==> src/rtl/video_stream_gen.sv <==
// Synthetic greyscale frame source with valid/hs/vs framing for the edge-detection path.
// Enable and stall pass through one input register stage. All outputs are registered
// from the current state, so a first pixel appears two edges after enable is sampled
// and a stall affects the output one edge after it is sampled.
module video_stream_gen #(
  parameter int DATA_WIDTH = 8,
  parameter int H_ACTIVE   = 640,
  parameter int H_BLANK    = 160,
  parameter int V_ACTIVE   = 480,
  parameter int V_BLANK    = 45
) (
  input  logic                  clk,
  input  logic                  reset_p,
  input  logic                  enable,
  input  logic                  stall,
  input  logic [1:0]            pattern_sel,
  output logic [DATA_WIDTH-1:0] data_out,
  output logic                  data_out_valid,
  output logic                  data_out_hs,
  output logic                  data_out_vs,
  output logic                  frame_start,
  output logic                  frame_done
);

  localparam int HW   = (H_ACTIVE > 1) ? $clog2(H_ACTIVE) : 1;
  localparam int VW   = (V_ACTIVE > 1) ? $clog2(V_ACTIVE) : 1;
  localparam int BMAX = (H_BLANK > V_BLANK) ? H_BLANK : V_BLANK;
  localparam int BW   = (BMAX > 1) ? $clog2(BMAX) : 1;

  localparam logic [HW-1:0] H_LAST  = HW'(H_ACTIVE - 1);
  localparam logic [VW-1:0] V_LAST  = VW'(V_ACTIVE - 1);
  localparam logic [BW-1:0] HB_LAST = BW'(H_BLANK - 1);
  localparam logic [BW-1:0] VB_LAST = BW'(V_BLANK - 1);

  typedef enum logic [1:0] {IDLE, LINE, HBLANK, VBLANK} state_t;

  state_t          state_q, state_d;
  logic [HW-1:0]   h_cnt_q, h_cnt_d;
  logic [VW-1:0]   v_cnt_q, v_cnt_d;
  logic [BW-1:0]   blank_cnt_q, blank_cnt_d;
  logic [1:0]      pattern_q, pattern_d;
  logic            first_q, first_d;
  logic            enable_q, stall_q;

  logic [DATA_WIDTH-1:0] data_q, data_d;
  logic                  valid_q, valid_d;
  logic                  hs_q, hs_d;
  logic                  vs_q, vs_d;
  logic                  fs_q, fs_d;
  logic                  fd_q, fd_d;

  // Bit 3 of each coordinate drives the 8x8 checkerboard; zero when the counter is narrower.
  logic x_b3, y_b3;
  assign x_b3 = |(32'(h_cnt_q) & 32'd8);
  assign y_b3 = |(32'(v_cnt_q) & 32'd8);

  logic [DATA_WIDTH-1:0] pix_val;

  // Pixel value for the current (h_cnt, v_cnt) under the latched pattern.
  always_comb begin
    pix_val = '0;
    case (pattern_q)
      2'd0:    pix_val = DATA_WIDTH'(h_cnt_q);
      2'd1:    pix_val = DATA_WIDTH'(v_cnt_q);
      2'd2:    pix_val = (x_b3 ^ y_b3) ? '1 : '0;
      default: pix_val = (32'(h_cnt_q) >= 32'(H_ACTIVE / 2)) ? '1 : '0;
    endcase
  end

  // Register the enable level and the stall request once before the FSM sees them.
  always_ff @(posedge clk or posedge reset_p) begin
    if (reset_p) begin
      enable_q <= 1'b0;
      stall_q  <= 1'b0;
    end else begin
      enable_q <= enable;
      stall_q  <= stall;
    end
  end

  // Next state, counters and next output values; idle/blank outputs default to zero.
  always_comb begin
    state_d     = state_q;
    h_cnt_d     = h_cnt_q;
    v_cnt_d     = v_cnt_q;
    blank_cnt_d = blank_cnt_q;
    pattern_d   = pattern_q;
    first_d     = first_q;
    data_d      = '0;
    valid_d     = 1'b0;
    hs_d        = 1'b0;
    vs_d        = 1'b0;
    fs_d        = 1'b0;
    fd_d        = 1'b0;
    case (state_q)
      IDLE: begin
        if (enable_q) begin
          pattern_d   = pattern_sel;
          h_cnt_d     = '0;
          v_cnt_d     = '0;
          blank_cnt_d = '0;
          first_d     = 1'b1;
          state_d     = LINE;
        end
      end
      LINE: begin
        hs_d    = 1'b1;
        vs_d    = 1'b1;
        fs_d    = first_q;
        first_d = 1'b0;
        if (!stall_q) begin
          valid_d = 1'b1;
          data_d  = pix_val;
          if (h_cnt_q == H_LAST) begin
            h_cnt_d     = '0;
            blank_cnt_d = '0;
            if (v_cnt_q == V_LAST) begin
              fd_d    = 1'b1;
              state_d = VBLANK;
            end else begin
              state_d = HBLANK;
            end
          end else begin
            h_cnt_d = h_cnt_q + HW'(1);
          end
        end
      end
      HBLANK: begin
        vs_d = 1'b1;
        if (blank_cnt_q == HB_LAST) begin
          blank_cnt_d = '0;
          v_cnt_d     = v_cnt_q + VW'(1);
          state_d     = LINE;
        end else begin
          blank_cnt_d = blank_cnt_q + BW'(1);
        end
      end
      VBLANK: begin
        if (blank_cnt_q == VB_LAST) begin
          blank_cnt_d = '0;
          v_cnt_d     = '0;
          if (enable_q) begin
            pattern_d = pattern_sel;
            first_d   = 1'b1;
            state_d   = LINE;
          end else begin
            state_d = IDLE;
          end
        end else begin
          blank_cnt_d = blank_cnt_q + BW'(1);
        end
      end
      default: state_d = IDLE;
    endcase
  end

  // State, counters and latched pattern.
  always_ff @(posedge clk or posedge reset_p) begin
    if (reset_p) begin
      state_q     <= IDLE;
      h_cnt_q     <= '0;
      v_cnt_q     <= '0;
      blank_cnt_q <= '0;
      pattern_q   <= '0;
      first_q     <= 1'b0;
    end else begin
      state_q     <= state_d;
      h_cnt_q     <= h_cnt_d;
      v_cnt_q     <= v_cnt_d;
      blank_cnt_q <= blank_cnt_d;
      pattern_q   <= pattern_d;
      first_q     <= first_d;
    end
  end

  // Output registers.
  always_ff @(posedge clk or posedge reset_p) begin
    if (reset_p) begin
      data_q  <= '0;
      valid_q <= 1'b0;
      hs_q    <= 1'b0;
      vs_q    <= 1'b0;
      fs_q    <= 1'b0;
      fd_q    <= 1'b0;
    end else begin
      data_q  <= data_d;
      valid_q <= valid_d;
      hs_q    <= hs_d;
      vs_q    <= vs_d;
      fs_q    <= fs_d;
      fd_q    <= fd_d;
    end
  end

  assign data_out       = data_q;
  assign data_out_valid = valid_q;
  assign data_out_hs    = hs_q;
  assign data_out_vs    = vs_q;
  assign frame_start    = fs_q;
  assign frame_done     = fd_q;

endmodule

==> config.mk <==
export PLATFORM = sky130hd
export DESIGN_NAME = video_stream_gen
export DESIGN_NICKNAME = d
export VERILOG_FILES = /design/src/rtl/video_stream_gen.sv
export SDC_FILE = /design/constraint.sdc
export NUM_CORES = 1
export LEC_CHECK = 0
export BUFFER_PORTS_ARGS = -buffer_cell sky130_fd_sc_hd__buf_2
export CAP_MARGIN = 25
export CORE_MARGIN = 2
export CORE_UTILIZATION = 64
export DETAILED_ROUTE_END_ITERATION = 8
export HOLD_SLACK_MARGIN = 0.02
export PLACE_DENSITY = 0.84
export SETUP_SLACK_MARGIN = 0.1
export SLEW_MARGIN = 40
export SYNTH_ARGS = -nofsm -noshare
export SYNTH_HDL_FRONTEND = slang
export SYNTH_SLANG_ARGS = --single-unit
==> constraint.sdc <==
create_clock -name clk -period 3.6 [get_ports clk]
set_input_delay 0.72 -clock clk [delete_from_list [all_inputs] [get_ports clk]]
set_output_delay 0.72 -clock clk [all_outputs]
set_load 0.05 [all_outputs]
==> metrics.cfg <==
[run_status]
status = complete, no violations

[flow_run]
cap_violations = 0

[setup_path]
required_ps = 3780
critical_path_arrival_ps = 2370
critPathLaunchType = flop
critical_path.max_fanout = 11
worst_setup_path_end_kind = flop
crit_type = flop to flop

[synth]
synth_cell_types = 60
synth_fa_ha_area_frac = 0.04478
synth-compound-area-share = 0.1836
synthSimpleGateAreaFrac = 0.2065
ys_seq_elements = 47
synth_ff_type = dfrtp_1
yosys-mux-area-fraction = 0.02985
synth_edf_count = 0
ys_warn_count = 0
synth_area_um2 = 2515
synth_top_family_by_area = simple AND/OR/NAND/NOR gates
syn_avg_cell_area_um2 = 10.10
syn_nets = 264
synthCells = 249
seq_area_frac_synth = 0.4677
ys_async_sr_fraction = 1.000
synth_xor_area_frac = 0.03134

[clock_tree]
cts_root_buf = clkbuf_8
clk_latency_ps = 300
clock_path_buffers = 2
clk_pin_slew_ps = 90
cts.sinks = 47
cts_tree = built
postCtsResizedCells = 0
cts-hold-fix-buffers = 0
cts_buffers = 5
htree_levels = 2
cts_post_setup_buffers_inserted = 0

[power_and_ir_drop]
irDropWorstVdd_uv = 559.1
p_leak_nw = 1.216
p_per_area_nw_per_um2 = 672.4

[placement]
place.gp.congestion = 0.9109
hpwl_mm = 3.544
portBuffers = 18
dp.cells = 307

[sta]
skew_ps = 7.901
rsz0062_at_grt = no
worst_pin_slew_ps = 555.5
finalSetupTns_ps = 0
relSlewSlack = 0.6296
period_share = 0.6099
fin_crit_ps = 2195
clock.fmax_mhz = 455.5
hold_violations = 0
setup_viol = 0
slew_viol_final = 0

[floorplan]
start_util = 0.6768
fp.dieH_um = 66.69
num_io_pins = 19
coreArea_um2 = 3716
num_rows = 22
die_area_um2 = 4447
fp.dieW_um = 66.69

[final_layout]
nNetsFinal = 281
final_common_cell = dfrtp_1
final_cells = 315
drive_gt1_frac = 0.1760
antenna_cells = 0
area_growth_pct = 8.010
layout_common_cells = dfrtp_1, o21ai_0, nor2_1

[global_route]
grt_pass1_vias = 1812
grtUsageTotal = 0.2499
antenna_found_initial = 0
grt_max_degree = 48
grt_overflow = 0
grt_pass1_wl_mm = 8.404

[drt]
vias = 1966
wl_per_cell_um = 15.77
ant_nets = 0
post-route-drc-count = 0
wl_mm = 4.968
vias_per_cell = 6.241
drtPass1Iterations = 5
first_iter_violations = 211

[min_path]
hp-class = input port to asynchronous set/reset pin

[layer usage]
| metal | track usage | up-vias | wire [um] |
|---|---|---|---|
| met5 | 0 | - | 0 |
| met4 | 0.07908 | 0 | 61 |
| met3 | 0.05405 | 9 | 306 |
| met2 | 0.3888 | 69 | 2288 |
| met1 | 0.3492 | 942 | 2313 |
| li1 | - | 946 | - |
[final cells by class]
cell class                 count  area (um2)
clock buffer                   6       82.58
clock inverter                 2       16.27
fill                         290       999.7
inverter                      11       43.79
multi-input combinational    183        1247
sequential                    47        1176
tap                           48       60.06
timing repair buffer          18       90.09
[power by group]
| part | internal (mW) | switching, mW | total (mW) |
|---|---|---|---|
| registers | 0.623 | 0.105 | 0.728 |
| clock network | 0.157 | 0.182 | 0.339 |
| logic | 0.230 | 0.529 | 0.760 |
| total | 1.01 | 0.816 | 1.83 |
[registers in the layout, indices dropped and copies added, names as in the netlist]
register and count:
enable_q 1, h_cnt_q 10, stall_q 1, data_out_vs 1, v_cnt_q 9, data_out_valid 1, frame_done 1, data_out_hs 1
pattern_q 2, frame_start 1, state_q 2, data_out 8, first_q 1, blank_cnt_q 8
[path summary, 6_finish.rpt]
| path | end | cells past startpoint | start | slack (ps) |
|---|---|---|---|---|
| max in group asynchronous | v_cnt_q[2] | 2 | reset_p | 2750 |
| max | h_cnt_q[9] | 7 | state_q[1] | 1400 |
| min in group clk | frame_start | 1 | first_q | 510 |
| min reg2reg | frame_start | 1 | first_q | 510 |
| max reg2reg | h_cnt_q[9] | 7 | state_q[1] | 1400 |
| min | h_cnt_q[1] | 2 | reset_p | 470 |
[synth_stat cells (all sizes together) (3+ instances only)]
cell type | n | share of area
or3b | 5 | 0.017
o31ai | 3 | 0.0090
ha | 9 | 0.045
or3 | 4 | 0.0099
nand2 | 18 | 0.027
o21a | 3 | 0.0090
clkbuf | 6 | 0.013
nand4 | 9 | 0.025
and3 | 5 | 0.015
mux2 | 4 | 0.018
a22o | 3 | 0.010
a31oi | 9 | 0.031
o21ai | 25 | 0.050
inv | 11 | 0.016
a21boi | 3 | 0.0090
xor2 | 8 | 0.028
dfrtp | 47 | 0.47
nor2 | 21 | 0.031
a21oi | 5 | 0.011
nand3 | 10 | 0.020
mux2i | 3 | 0.012
nand2b | 3 | 0.0075
[per-stage QoR]
stage               utilization  worst slack (ps)  hold WS [ps]  power (mW)  instance area, um2
finish                   0.7310              1405         470.8       1.827                2716
global route             0.7310              1244         503.4       1.952                2716
CTS                      0.7310              1423         487.7       1.830                2716
detailed placement       0.7044              1443         490.8       1.491                2618
global placement         0.7037              1483         492.3       1.472                2615
floorplan                     -              1671         437.0       1.326                2515
[cells by family after synthesis]
kind of cell / count (synthesis)
simple gates: 92
compound gates: 66
flops: 47
buf+inv: 19
xor+xnor: 9
fa+ha+maj: 9
mux: 7
[critical path, cell delays in order, from the launching register on]
cell	delay, ps
dfrtp_1	420
inv_1	90
ha_1	400
mux2i_1	240
a2111oi_2	530
nand4_1	170
xor2_1	170
nor2_1	50
No activity file was read; power rests on OpenSTA's default activity.
